`config.mk`:
```
export PLATFORM = sky130hd
export DESIGN_NAME = my_serdes_rx_flat
export DESIGN_NICKNAME = d
export VERILOG_FILES = /design/src/rtl/my_serdes_rx_pkg.sv /design/src/rtl/my_serdes_rx_if.sv /design/src/rtl/my_serdes_rx_fifo.sv /design/src/rtl/my_serdes_rx.sv /design/src/flat_wrapper.sv
export SDC_FILE = /design/constraint.sdc
export NUM_CORES = 1
export LEC_CHECK = 0
export CAP_MARGIN = 20
export CORE_MARGIN = 3
export CORE_UTILIZATION = 39
export CTS_CLUSTER_SIZE = 8
export DETAILED_ROUTE_END_ITERATION = 6
export DONT_BUFFER_PORTS = 1
export PLACE_DENSITY = 0.51
export SYNTH_ARGS = -nofsm -noshare
export SYNTH_HDL_FRONTEND = slang
export SYNTH_SLANG_ARGS = --single-unit
```
`constraint.sdc`:
```
create_clock -name dsp_clk -period 5.5 [get_ports dsp_clk]
set_input_delay 1.1 -clock dsp_clk [delete_from_list [all_inputs] [get_ports dsp_clk]]
set_output_delay 1.1 -clock dsp_clk [all_outputs]
set_load 0.05 [all_outputs]
```
`src/rtl/my_serdes_rx_pkg.sv`:
```
`default_nettype none
// ============================================================================
// Module  : my_serdes_rx_pkg
// Brief   : SERDES link constants, lock state encoding and rx word layout.
// Revision: 1.0 - initial release
// ============================================================================
package my_serdes_rx_pkg;

  localparam logic [15:0] SERDES_COMMA_DAT = 16'h3C3C;
  localparam logic [1:0]  SERDES_COMMA_K   = 2'b11;
  localparam int unsigned RX_WORD_W        = 18;

  typedef enum logic [0:0] {
    UNLOCKED = 1'b0,
    LOCKED   = 1'b1
  } lock_state_e;

  typedef struct packed {
    logic        kmsb;
    logic        klsb;
    logic [15:0] dat;
  } rx_word_t;

  // Only the exact idle pattern is a comma; any other K combination is payload.
  function automatic logic is_comma(input rx_word_t w);
    return ({w.kmsb, w.klsb} == SERDES_COMMA_K) && (w.dat == SERDES_COMMA_DAT);
  endfunction

endpackage
`default_nettype wire

```
`src/rtl/my_serdes_rx_if.sv`:
```
`default_nettype none
// ============================================================================
// Module  : my_serdes_rx_if
// Brief   : SERDES rx word in, buffered DSP deq port and link status out.
// Revision: 1.0 - initial release
// ============================================================================
interface my_serdes_rx_if;

  logic [15:0] ser_r;
  logic        ser_rklsb;
  logic        ser_rkmsb;
  logic [15:0] rx_dat_o;
  logic        rx_klsb_o;
  logic        rx_kmsb_o;
  logic        rx_rdy;
  logic        rx_en;
  logic        link_up;
  logic        rx_overflow;

  modport slave (
    input  ser_r, ser_rklsb, ser_rkmsb, rx_en,
    output rx_dat_o, rx_klsb_o, rx_kmsb_o, rx_rdy, link_up, rx_overflow
  );

  modport master (
    output ser_r, ser_rklsb, ser_rkmsb, rx_en,
    input  rx_dat_o, rx_klsb_o, rx_kmsb_o, rx_rdy, link_up, rx_overflow
  );

endinterface
`default_nettype wire

```
`src/rtl/my_serdes_rx_fifo.sv`:
```
`default_nettype none
// ============================================================================
// Module  : my_serdes_rx_fifo
// Brief   : Sized FIFO with guarded enq/deq; full/empty sampled before update.
// Revision: 1.0 - initial release
// ============================================================================
module my_serdes_rx_fifo #(
  parameter int unsigned WIDTH      = 18,
  parameter int unsigned DEPTH      = 4,
  parameter int unsigned CNTR_WIDTH = 2
) (
  input  logic             clk,
  input  logic             rst,
  input  logic             enq,
  input  logic             deq,
  input  logic [WIDTH-1:0] din,
  output logic [WIDTH-1:0] dout,
  output logic             not_empty,
  output logic             not_full
);

  localparam logic [CNTR_WIDTH:0]   c_depth = (CNTR_WIDTH + 1)'(DEPTH);
  localparam logic [CNTR_WIDTH-1:0] c_last  = CNTR_WIDTH'(DEPTH - 1);

  logic [WIDTH-1:0]      r_mem [DEPTH];
  logic [CNTR_WIDTH-1:0] r_wr_ptr;
  logic [CNTR_WIDTH-1:0] r_rd_ptr;
  logic [CNTR_WIDTH:0]   r_count;

  logic w_full;
  logic w_empty;
  logic w_do_enq;
  logic w_do_deq;

  assign w_full   = (r_count == c_depth);
  assign w_empty  = (r_count == '0);
  // A full FIFO refuses the write even when a read frees a slot this cycle.
  assign w_do_enq = enq && !w_full;
  assign w_do_deq = deq && !w_empty;

  always_ff @(posedge clk) begin
    if (rst) begin
      r_wr_ptr <= '0;
      r_rd_ptr <= '0;
      r_count  <= '0;
    end else begin
      if (w_do_enq) begin
        r_wr_ptr <= (r_wr_ptr == c_last) ? '0 : r_wr_ptr + CNTR_WIDTH'(1);
      end
      if (w_do_deq) begin
        r_rd_ptr <= (r_rd_ptr == c_last) ? '0 : r_rd_ptr + CNTR_WIDTH'(1);
      end
      case ({w_do_enq, w_do_deq})
        2'b10:   r_count <= r_count + (CNTR_WIDTH + 1)'(1);
        2'b01:   r_count <= r_count - (CNTR_WIDTH + 1)'(1);
        default: r_count <= r_count;
      endcase
    end
  end

  always_ff @(posedge clk) begin
    if (w_do_enq) begin
      r_mem[r_wr_ptr] <= din;
    end
  end

  assign dout      = r_mem[r_rd_ptr];
  assign not_empty = !w_empty;
  assign not_full  = !w_full;

endmodule
`default_nettype wire

```
`src/rtl/my_serdes_rx.sv`:
```
`default_nettype none
// ============================================================================
// Module  : my_serdes_rx
// Brief   : SERDES rx: input register, comma lock FSM, comma strip, rx FIFO.
// Revision: 1.0 - initial release
// ============================================================================
module my_serdes_rx
  import my_serdes_rx_pkg::*;
#(
  parameter int unsigned FIFOSIZE     = 4,
  parameter int unsigned CNTR_WIDTH   = 2,
  parameter int unsigned LOCK_COMMAS  = 4,
  parameter int unsigned LOSS_TIMEOUT = 131071,
  parameter int unsigned TMO_WIDTH    = 17
) (
  input  logic          dsp_clk,
  input  logic          dsp_rst,
  my_serdes_rx_if.slave bus
);

  localparam int unsigned          c_run_w        = $clog2(LOCK_COMMAS + 1);
  localparam logic [c_run_w-1:0]   c_lock_commas  = c_run_w'(LOCK_COMMAS);
  localparam logic [TMO_WIDTH-1:0] c_loss_timeout = TMO_WIDTH'(LOSS_TIMEOUT);

  rx_word_t            r_word;
  lock_state_e         r_state;
  logic                r_link_up;
  logic [c_run_w-1:0]  r_comma_run;
  logic [TMO_WIDTH-1:0] r_silence;
  logic                r_overflow;

  logic                w_comma;
  logic [c_run_w-1:0]  w_comma_run_inc;
  logic [TMO_WIDTH-1:0] w_silence_inc;
  logic                w_enq_req;
  logic                w_fifo_not_empty;
  logic                w_fifo_not_full;
  rx_word_t            w_head;

  always_ff @(posedge dsp_clk) begin
    if (dsp_rst) begin
      r_word <= '0;
    end else begin
      r_word <= {bus.ser_rkmsb, bus.ser_rklsb, bus.ser_r};
    end
  end

  assign w_comma         = is_comma(r_word);
  assign w_comma_run_inc = r_comma_run + c_run_w'(1);
  assign w_silence_inc   = r_silence + TMO_WIDTH'(1);

  // Transitions fire on the edge the counter would reach its limit, so the
  // counters never exceed LOCK_COMMAS-1 / LOSS_TIMEOUT-1 and cannot wrap.
  always_ff @(posedge dsp_clk) begin
    if (dsp_rst) begin
      r_state     <= UNLOCKED;
      r_link_up   <= 1'b0;
      r_comma_run <= '0;
      r_silence   <= '0;
    end else begin
      case (r_state)
        UNLOCKED: begin
          if (!w_comma) begin
            r_comma_run <= '0;
          end else if (w_comma_run_inc == c_lock_commas) begin
            r_state     <= LOCKED;
            r_link_up   <= 1'b1;
            r_comma_run <= '0;
            r_silence   <= '0;
          end else begin
            r_comma_run <= w_comma_run_inc;
          end
        end
        LOCKED: begin
          if (w_comma) begin
            r_silence <= '0;
          end else if (w_silence_inc == c_loss_timeout) begin
            r_state     <= UNLOCKED;
            r_link_up   <= 1'b0;
            r_comma_run <= '0;
            r_silence   <= '0;
          end else begin
            r_silence <= w_silence_inc;
          end
        end
        default: begin
          r_state   <= UNLOCKED;
          r_link_up <= 1'b0;
        end
      endcase
    end
  end

  // Words seen while unlocked are discarded, commas are never buffered.
  assign w_enq_req = (r_state == LOCKED) && !w_comma;

  always_ff @(posedge dsp_clk) begin
    if (dsp_rst) begin
      r_overflow <= 1'b0;
    end else if (w_enq_req && !w_fifo_not_full) begin
      r_overflow <= 1'b1;
    end
  end

  my_serdes_rx_fifo #(
    .WIDTH      (RX_WORD_W),
    .DEPTH      (FIFOSIZE),
    .CNTR_WIDTH (CNTR_WIDTH)
  ) u_fifo (
    .clk       (dsp_clk),
    .rst       (dsp_rst),
    .enq       (w_enq_req),
    .deq       (bus.rx_en),
    .din       (r_word),
    .dout      (w_head),
    .not_empty (w_fifo_not_empty),
    .not_full  (w_fifo_not_full)
  );

  assign bus.rx_dat_o    = w_head.dat;
  assign bus.rx_klsb_o   = w_head.klsb;
  assign bus.rx_kmsb_o   = w_head.kmsb;
  assign bus.rx_rdy      = w_fifo_not_empty;
  assign bus.link_up     = r_link_up;
  assign bus.rx_overflow = r_overflow;

endmodule
`default_nettype wire

```
`src/flat_wrapper.sv`:
```
// flat-port wrapper written by rule: the top's interface ports become plain ports
module my_serdes_rx_flat import my_serdes_rx_pkg::*;
#(
  parameter int unsigned FIFOSIZE     = 4,
  parameter int unsigned CNTR_WIDTH   = 2,
  parameter int unsigned LOCK_COMMAS  = 4,
  parameter int unsigned LOSS_TIMEOUT = 131071,
  parameter int unsigned TMO_WIDTH    = 17
)
  (dsp_clk, dsp_rst, bus_ser_r, bus_ser_rklsb, bus_ser_rkmsb, bus_rx_en, bus_rx_dat_o, bus_rx_klsb_o, bus_rx_kmsb_o, bus_rx_rdy, bus_link_up, bus_rx_overflow);
  my_serdes_rx_if bus_i ();
  input  logic dsp_clk;
  input  logic dsp_rst;
  input wire logic [$bits(bus_i.ser_r)-1:0] bus_ser_r;
  input wire logic [$bits(bus_i.ser_rklsb)-1:0] bus_ser_rklsb;
  input wire logic [$bits(bus_i.ser_rkmsb)-1:0] bus_ser_rkmsb;
  input wire logic [$bits(bus_i.rx_en)-1:0] bus_rx_en;
  output wire logic [$bits(bus_i.rx_dat_o)-1:0] bus_rx_dat_o;
  output wire logic [$bits(bus_i.rx_klsb_o)-1:0] bus_rx_klsb_o;
  output wire logic [$bits(bus_i.rx_kmsb_o)-1:0] bus_rx_kmsb_o;
  output wire logic [$bits(bus_i.rx_rdy)-1:0] bus_rx_rdy;
  output wire logic [$bits(bus_i.link_up)-1:0] bus_link_up;
  output wire logic [$bits(bus_i.rx_overflow)-1:0] bus_rx_overflow;
  assign bus_i.ser_r = bus_ser_r;
  assign bus_i.ser_rklsb = bus_ser_rklsb;
  assign bus_i.ser_rkmsb = bus_ser_rkmsb;
  assign bus_i.rx_en = bus_rx_en;
  assign bus_rx_dat_o = bus_i.rx_dat_o;
  assign bus_rx_klsb_o = bus_i.rx_klsb_o;
  assign bus_rx_kmsb_o = bus_i.rx_kmsb_o;
  assign bus_rx_rdy = bus_i.rx_rdy;
  assign bus_link_up = bus_i.link_up;
  assign bus_rx_overflow = bus_i.rx_overflow;
  my_serdes_rx #(.FIFOSIZE(FIFOSIZE), .CNTR_WIDTH(CNTR_WIDTH), .LOCK_COMMAS(LOCK_COMMAS), .LOSS_TIMEOUT(LOSS_TIMEOUT), .TMO_WIDTH(TMO_WIDTH)) u_core (.dsp_clk(dsp_clk), .dsp_rst(dsp_rst), .bus(bus_i));
endmodule
```
### Word-level counts from Yosys, hierarchy flattened

Memories as Yosys holds them, arrays and structs flattened. A register that Yosys moved wholly into a read port is not among the register bits.
Index checks and enable logic that the tools add are counted.

| word-level totals | value |
|---|---|
| flip-flop bits (word level) | 48 |
| memory bits (writable) | 72 |
| input port bits | 21 |
| output and inout port bits | 21 |
| logic and storage cells | 72 |
| memories | 1 |

Memory list:

| memory | depth | bits a word | rd ports | clocked after memory_dff | write ports | RTL line | text |
|---|---|---|---|---|---|---|---|
| u_core.u_fifo.r_mem | 4 | 18 | 1 | 1 | 1 | my_serdes_rx_fifo.sv:25 | `logic [WIDTH-1:0] r_mem [DEPTH];` |

| operators by class | value |
|---|---|
| add/subtract/negate cells | 6 |
| equality and inequality tests | 13 |
| multiplexer cells | 27 |
| bitwise gates (word level) | 1 |
| reductions and logical operators | 13 |

Operators by type and width:

| kind | number |
|---|---|
| two-way mux 17 bit | 4 |
| one-hot mux 17 bit (2 select lines) | 1 |
| adder 17 x 1 -> 17 bit (second input constant) | 1 |
| equality test 17 bit (second input constant) | 1 |
| equality test 16 x 14 -> 1 bit (second input constant) | 1 |
| two-way mux 3 bit | 4 |
| one-hot mux 3 bit (2 select lines) | 2 |
| two-way mux 1 bit | 10 |
| equality test 2 bit (second input constant) | 4 |
| two-way mux 2 bit | 4 |
| adder 3 x 1 -> 3 bit (second input constant) | 2 |
| equality test 3 bit (second input constant) | 2 |
| logical AND 1 bit | 5 |
| adder 2 x 1 -> 2 bit (second input constant) | 2 |
| inequality test 2 x 1 -> 1 bit (second input constant) | 2 |
| inequality test 2 bit (second input constant) | 2 |
| one-hot mux 1 bit (2 select lines) | 2 |
| AND reduction 2 bit | 2 |
| AND reduction 4 bit | 1 |
| logical NOT 1 bit | 3 |
| logical NOT 3 bit | 1 |
| subtractor 3 x 1 -> 3 bit (second input constant) | 1 |
| equality test 2 x 1 -> 1 bit (second input constant) | 1 |
| nonzero test 2 bit | 1 |
| NOT 1 bit | 1 |

### Longest topological paths before layout

| depth | value |
|---|---|
| depth after elaboration | 7 |
| gate-level depth with buffers | 12 |
| depth with buffers taken out | 12 |

### Modules after synthesis

A second synthesis with hierarchy kept.

| second synthesis, totals | value |
|---|---|
| cells, all modules | 372 |
| area, all modules | 5032.3 um^2 |

By module, submodules not included:

| module | times used | cells an instance | area an instance (um^2) | sequential area each (um^2) |
|---|---|---|---|---|
| my_serdes_rx_fifo | 1 | 146 | 3091.7 | 2342.2 |
| my_serdes_rx | 1 | 226 | 1940.6 | 820.8 |

### Least setup slack after synthesis

Ideal clock, no wire load.

| path | value |
|---|---|
| path type | reg-to-output |
| from | register (tool-made name) |
| to | output bus_rx_dat_o[10] |
| arrival | 1.813 ns |
| data required time | 4.400 ns |
| path slack | 2.587 ns |
| cell stages (with the launch flop) | 4 |
| path buffers | 2 |
| path through | dfxtp_1 > clkbuf_1 > buf_2 > mux4_2 |

RTL lines:

| what | RTL line | text |
|---|---|---|
| end: declaration | flat_wrapper.sv:18 | `output wire logic [$bits(bus_i.rx_dat_o)-1:0] bus_rx_dat_o;` |

### Final worst setup path

| path | value |
|---|---|
| from | register u_core.r_word[6] in the netlist's numbering |
| to | register u_core.u_fifo.r_count[2] |

| on the way | value |
|---|---|
| cells in the longest elaborated chain, start to end | 7 |
| elaborated cells on any way between the ends | 9 |
| classes of those cells | eq/ne (3); mux (1); reduce/logical (5) |

Ends and longest elaborated chain:

| what | RTL line | text |
|---|---|---|
| start: declaration | my_serdes_rx.sv:25 | `rx_word_t r_word;` |
| start signal: assignment | my_serdes_rx.sv:44 | `r_word <= {bus.ser_rkmsb, bus.ser_rklsb, bus.ser_r};` |
| equality test 16 x 14 -> 1 bit (*) | my_serdes_rx_pkg.sv:26 | `return ({w.kmsb, w.klsb} == SERDES_COMMA_K) && (w.dat == SERDES_COMMA_DAT);` |
| logical AND 1 bit (*) | my_serdes_rx_pkg.sv:26 |  |
| logical NOT 1 bit (*) | - |  |
| logical AND 1 bit (*) | my_serdes_rx.sv:95 | `assign w_enq_req = (r_state == LOCKED) && !w_comma;` |
| logical AND 1 bit (*) | my_serdes_rx_fifo.sv:38 | `assign w_do_enq = enq && !w_full;` |
| equality test 2 x 1 -> 1 bit or equality test 2 bit (tied branches) | my_serdes_rx_fifo.sv:53 | `case ({w_do_enq, w_do_deq})` |
| one-hot mux 3 bit (2 select lines) or nonzero test 2 bit (tied branches) | - |  |
| end signal: assignment | my_serdes_rx_fifo.sv:54 | `2'b10: r_count <= r_count + (CNTR_WIDTH + 1)'(1);` |
| end signal: assignment | my_serdes_rx_fifo.sv:55 | `2'b01: r_count <= r_count - (CNTR_WIDTH + 1)'(1);` |
| end signal: assignment | my_serdes_rx_fifo.sv:56 | `default: r_count <= r_count;` |
| end: declaration | my_serdes_rx_fifo.sv:28 | `logic [CNTR_WIDTH:0] r_count;` |

Mark *: on every way between the ends. The rest lies on a longest branch, timed or not.
A chain may end at the register's enable or synchronous reset.

==> metrics.cfg <==
[timing]
skew_ns = 0.00879
drv_slew = 0
tns_ns = 0
hold_viol = 0
relSlewSlack = 0.304
setup_viol = 0
clock.fmax_ghz = 0.305
rsz0062_at_grt = false
period_share = 0.597
finalWorstSetupSlack_ns = 2.22
fin_hold_ws_ns = 0.478
worstMarginPinSlew_ns = 1.04
min_period_ns = 3.28

[synthesis]
synth_warnings = 0
syn_area_per_cell_um2 = 12.8
ys_top_cells_by_count = 72 x edfxtp_1, 50 x dfxtp_1, 33 x nand2_1, 22 x nor2_1, 21 x nor2b_1
synth_top_cell_area_share = 0.424
synth.most_common_cell = edfxtp_1
synth_compound_area_frac = 0.0631
yosysTopAreaCell = edfxtp_1
synth_seq_cells = 122
synth-edff-count = 72
synth_mux_area_frac = 0.0835
synth_seq_area_share = 0.621
mappedNetlistArea_um2 = 5090
synth_cell_type_count = 55
synth_nets = 430
synth_ff_type = edfxtp_1
synth_xor_area_frac = 0.0120
synth_area_leaders = edfxtp_1 42%, dfxtp_1 20%, mux4_2 8.0%
synth_top_family_by_area = simple AND/OR/NAND/NOR gates
synthCells = 398
synthAdderAreaFrac = 0.0285
async_reset_ff_frac = 0
yosys.area_share.simple = 0.159

[finish]
fill_cells = 1139
final_util = 0.459
drive_gt1_frac = 0.134
fin_area_um2 = 5820
register_area_um2 = 3160
nNetsFinal = 428
syn_to_final_growth_pct = 14.2
num_antenna_cells = 0
multiInputGateArea_um2 = 1770

[routing]
wl_per_cell_um = 17.2
firstDrtPassIters = 4
drc = 0
routed_wl_mm = 10.0
vias = 3036
drt_iter0_drc = 193
postRouteAntennaNets = 0
via_per_inst = 5.23

[power]
vdd.ir_drop.worst_mv = 0.212
powerDensity_nw_per_um2 = 364
leakagePower_nw = 1.79

[floorplanning]
start_util = 0.402
dieWidth_um = 120
design.portCount = 42
dieArea_um2 = 14500
rows = 41
core_um2 = 12700
die_h_um = 120

[critical_path]
start_kind = flip-flop
worstSetupPathType = reg -> reg
required_ns = 5.85
worstPathMaxFanout = 6
critPathCaptureType = flip-flop
arrival_ns = 3.63

[clock_tree]
cts_setup_buffers = 0
cts_tree = done
clockRootBuffer = clkbuf_16
htree_num_levels = 4
clkSinkCount = 122
cts_made_buffers = 17
clk_transition_reported_paths_ns = 0.05
clock_latency_ns = 0.41
ctsHoldBuffers = 0
cts_buffer_depth = 2
postCtsResizedCells = 0

[global_route]
grt_pass1_vias = 3095
grtUsageTotal = 0.150
grt_pass1_wl_mm = 16.4
grt_start_max_net_pins = 44
antenna_found_initial = 0
grt_overflow = 0

[placement]
hpwl_mm = 6.42
gp_congestion = 0.802
postPlaceCellArea_um2 = 5220
portBuffers = 0
pre_cts_ws_ns = 2.24

[run_status]
status = finished clean

[run]
maxCapViolCount = 0

[hold_path]
hold_class = reg -> reg

cell families (layout without fill, tap and decap cells):
group	Yosys count	count (layout)
AOI/OAI and AO/OA	50	50
xor gates and xnor gates	7	7
muxes	20	20
adders and majority gates	11	11
DFF	122	122
and+or+nand+nor	149	149
buffers and inverters	39	50
where the power goes:
group / switching [mW] / internal [mW] / total, mW
Clock: 0.374 / 0.744 / 1.12
Combinational: 0.00528 / 0.00580 / 0.0111
Sequential: 0.0121 / 0.975 / 0.987
Total: 0.392 / 1.72 / 2.12
flip-flops by register name, summed over array words and instances (netlist names), named ones only:
register,cells
u_core.bus.rx_overflow,1
u_core.r_comma_run,3
u_core.r_word,18
u_core.u_fifo.r_rd_ptr,2
u_core.bus.link_up,1
u_core.u_fifo.r_count,3
u_core.r_state,1
u_core.u_fifo.r_mem,72
u_core.u_fifo.r_wr_ptr,2
u_core.r_silence,17
cell type report:
type                       instances  share of cell area
sequential                       122               0.544
multi-input combinational        237               0.303
clock buffer                      24              0.0828
tap                              172              0.0370
clock inverter                     8              0.0202
inverter                          16              0.0103
timing repair buffer               2             0.00258
metrics by stage:
stage	std cells	total power [mW]
after detailed placement	549	1.02
after global placement	549	1.02
after global routing	581	2.19
final	581	2.12
after floorplan	398	1.01
after CTS	581	2.14
final timing paths:
kind,from,to,slack [ns],cells after the start
worst min-delay path,u_core.r_comma_run[1],u_core.r_comma_run[1],0.48,2
worst max-delay path,u_core.r_word[6],u_core.u_fifo.r_count[2],2.22,12
worst max register to register,u_core.r_word[6],u_core.u_fifo.r_count[2],2.22,12
worst min register to register,u_core.r_comma_run[1],u_core.r_comma_run[1],0.48,2
critical path, stage by stage, from the launching register on:
cell     delay, ns
dfxtp_1       0.34
nor4b_1       0.62
nand4_1       0.24
or3_1         0.38
nand2_1       0.16
a21oi_1       0.12
inv_2         0.12
ha_1          0.19
inv_1         0.06
fa_1          0.37
xor2_1        0.16
or3_1         0.30
a21oi_1       0.14
layout by cell type, fill, tap and decap left out, types with 5 or more instances in the layout:
master	n
nand4_1	10
nand3_1	20
edfxtp_1	72
and2_1	10
nor2b_1	21
a21oi_1	13
nand2_1	33
inv_1	14
mux4_2	18
nor3_1	5
clkbuf_16	17
nor2_1	22
a31oi_1	10
ha_1	10
o21ai_1	8
dfxtp_1	50
layer usage:
metal	global-route usage	up-vias	routed length, um
met2	0.241	64	4920
li1	-	1468	-
met3	0.0468	19	451
met1	0.187	1485	4460
met4	0.0652	0	184
met5	0	-	0
No activity file was read; power rests on OpenSTA's default activity.
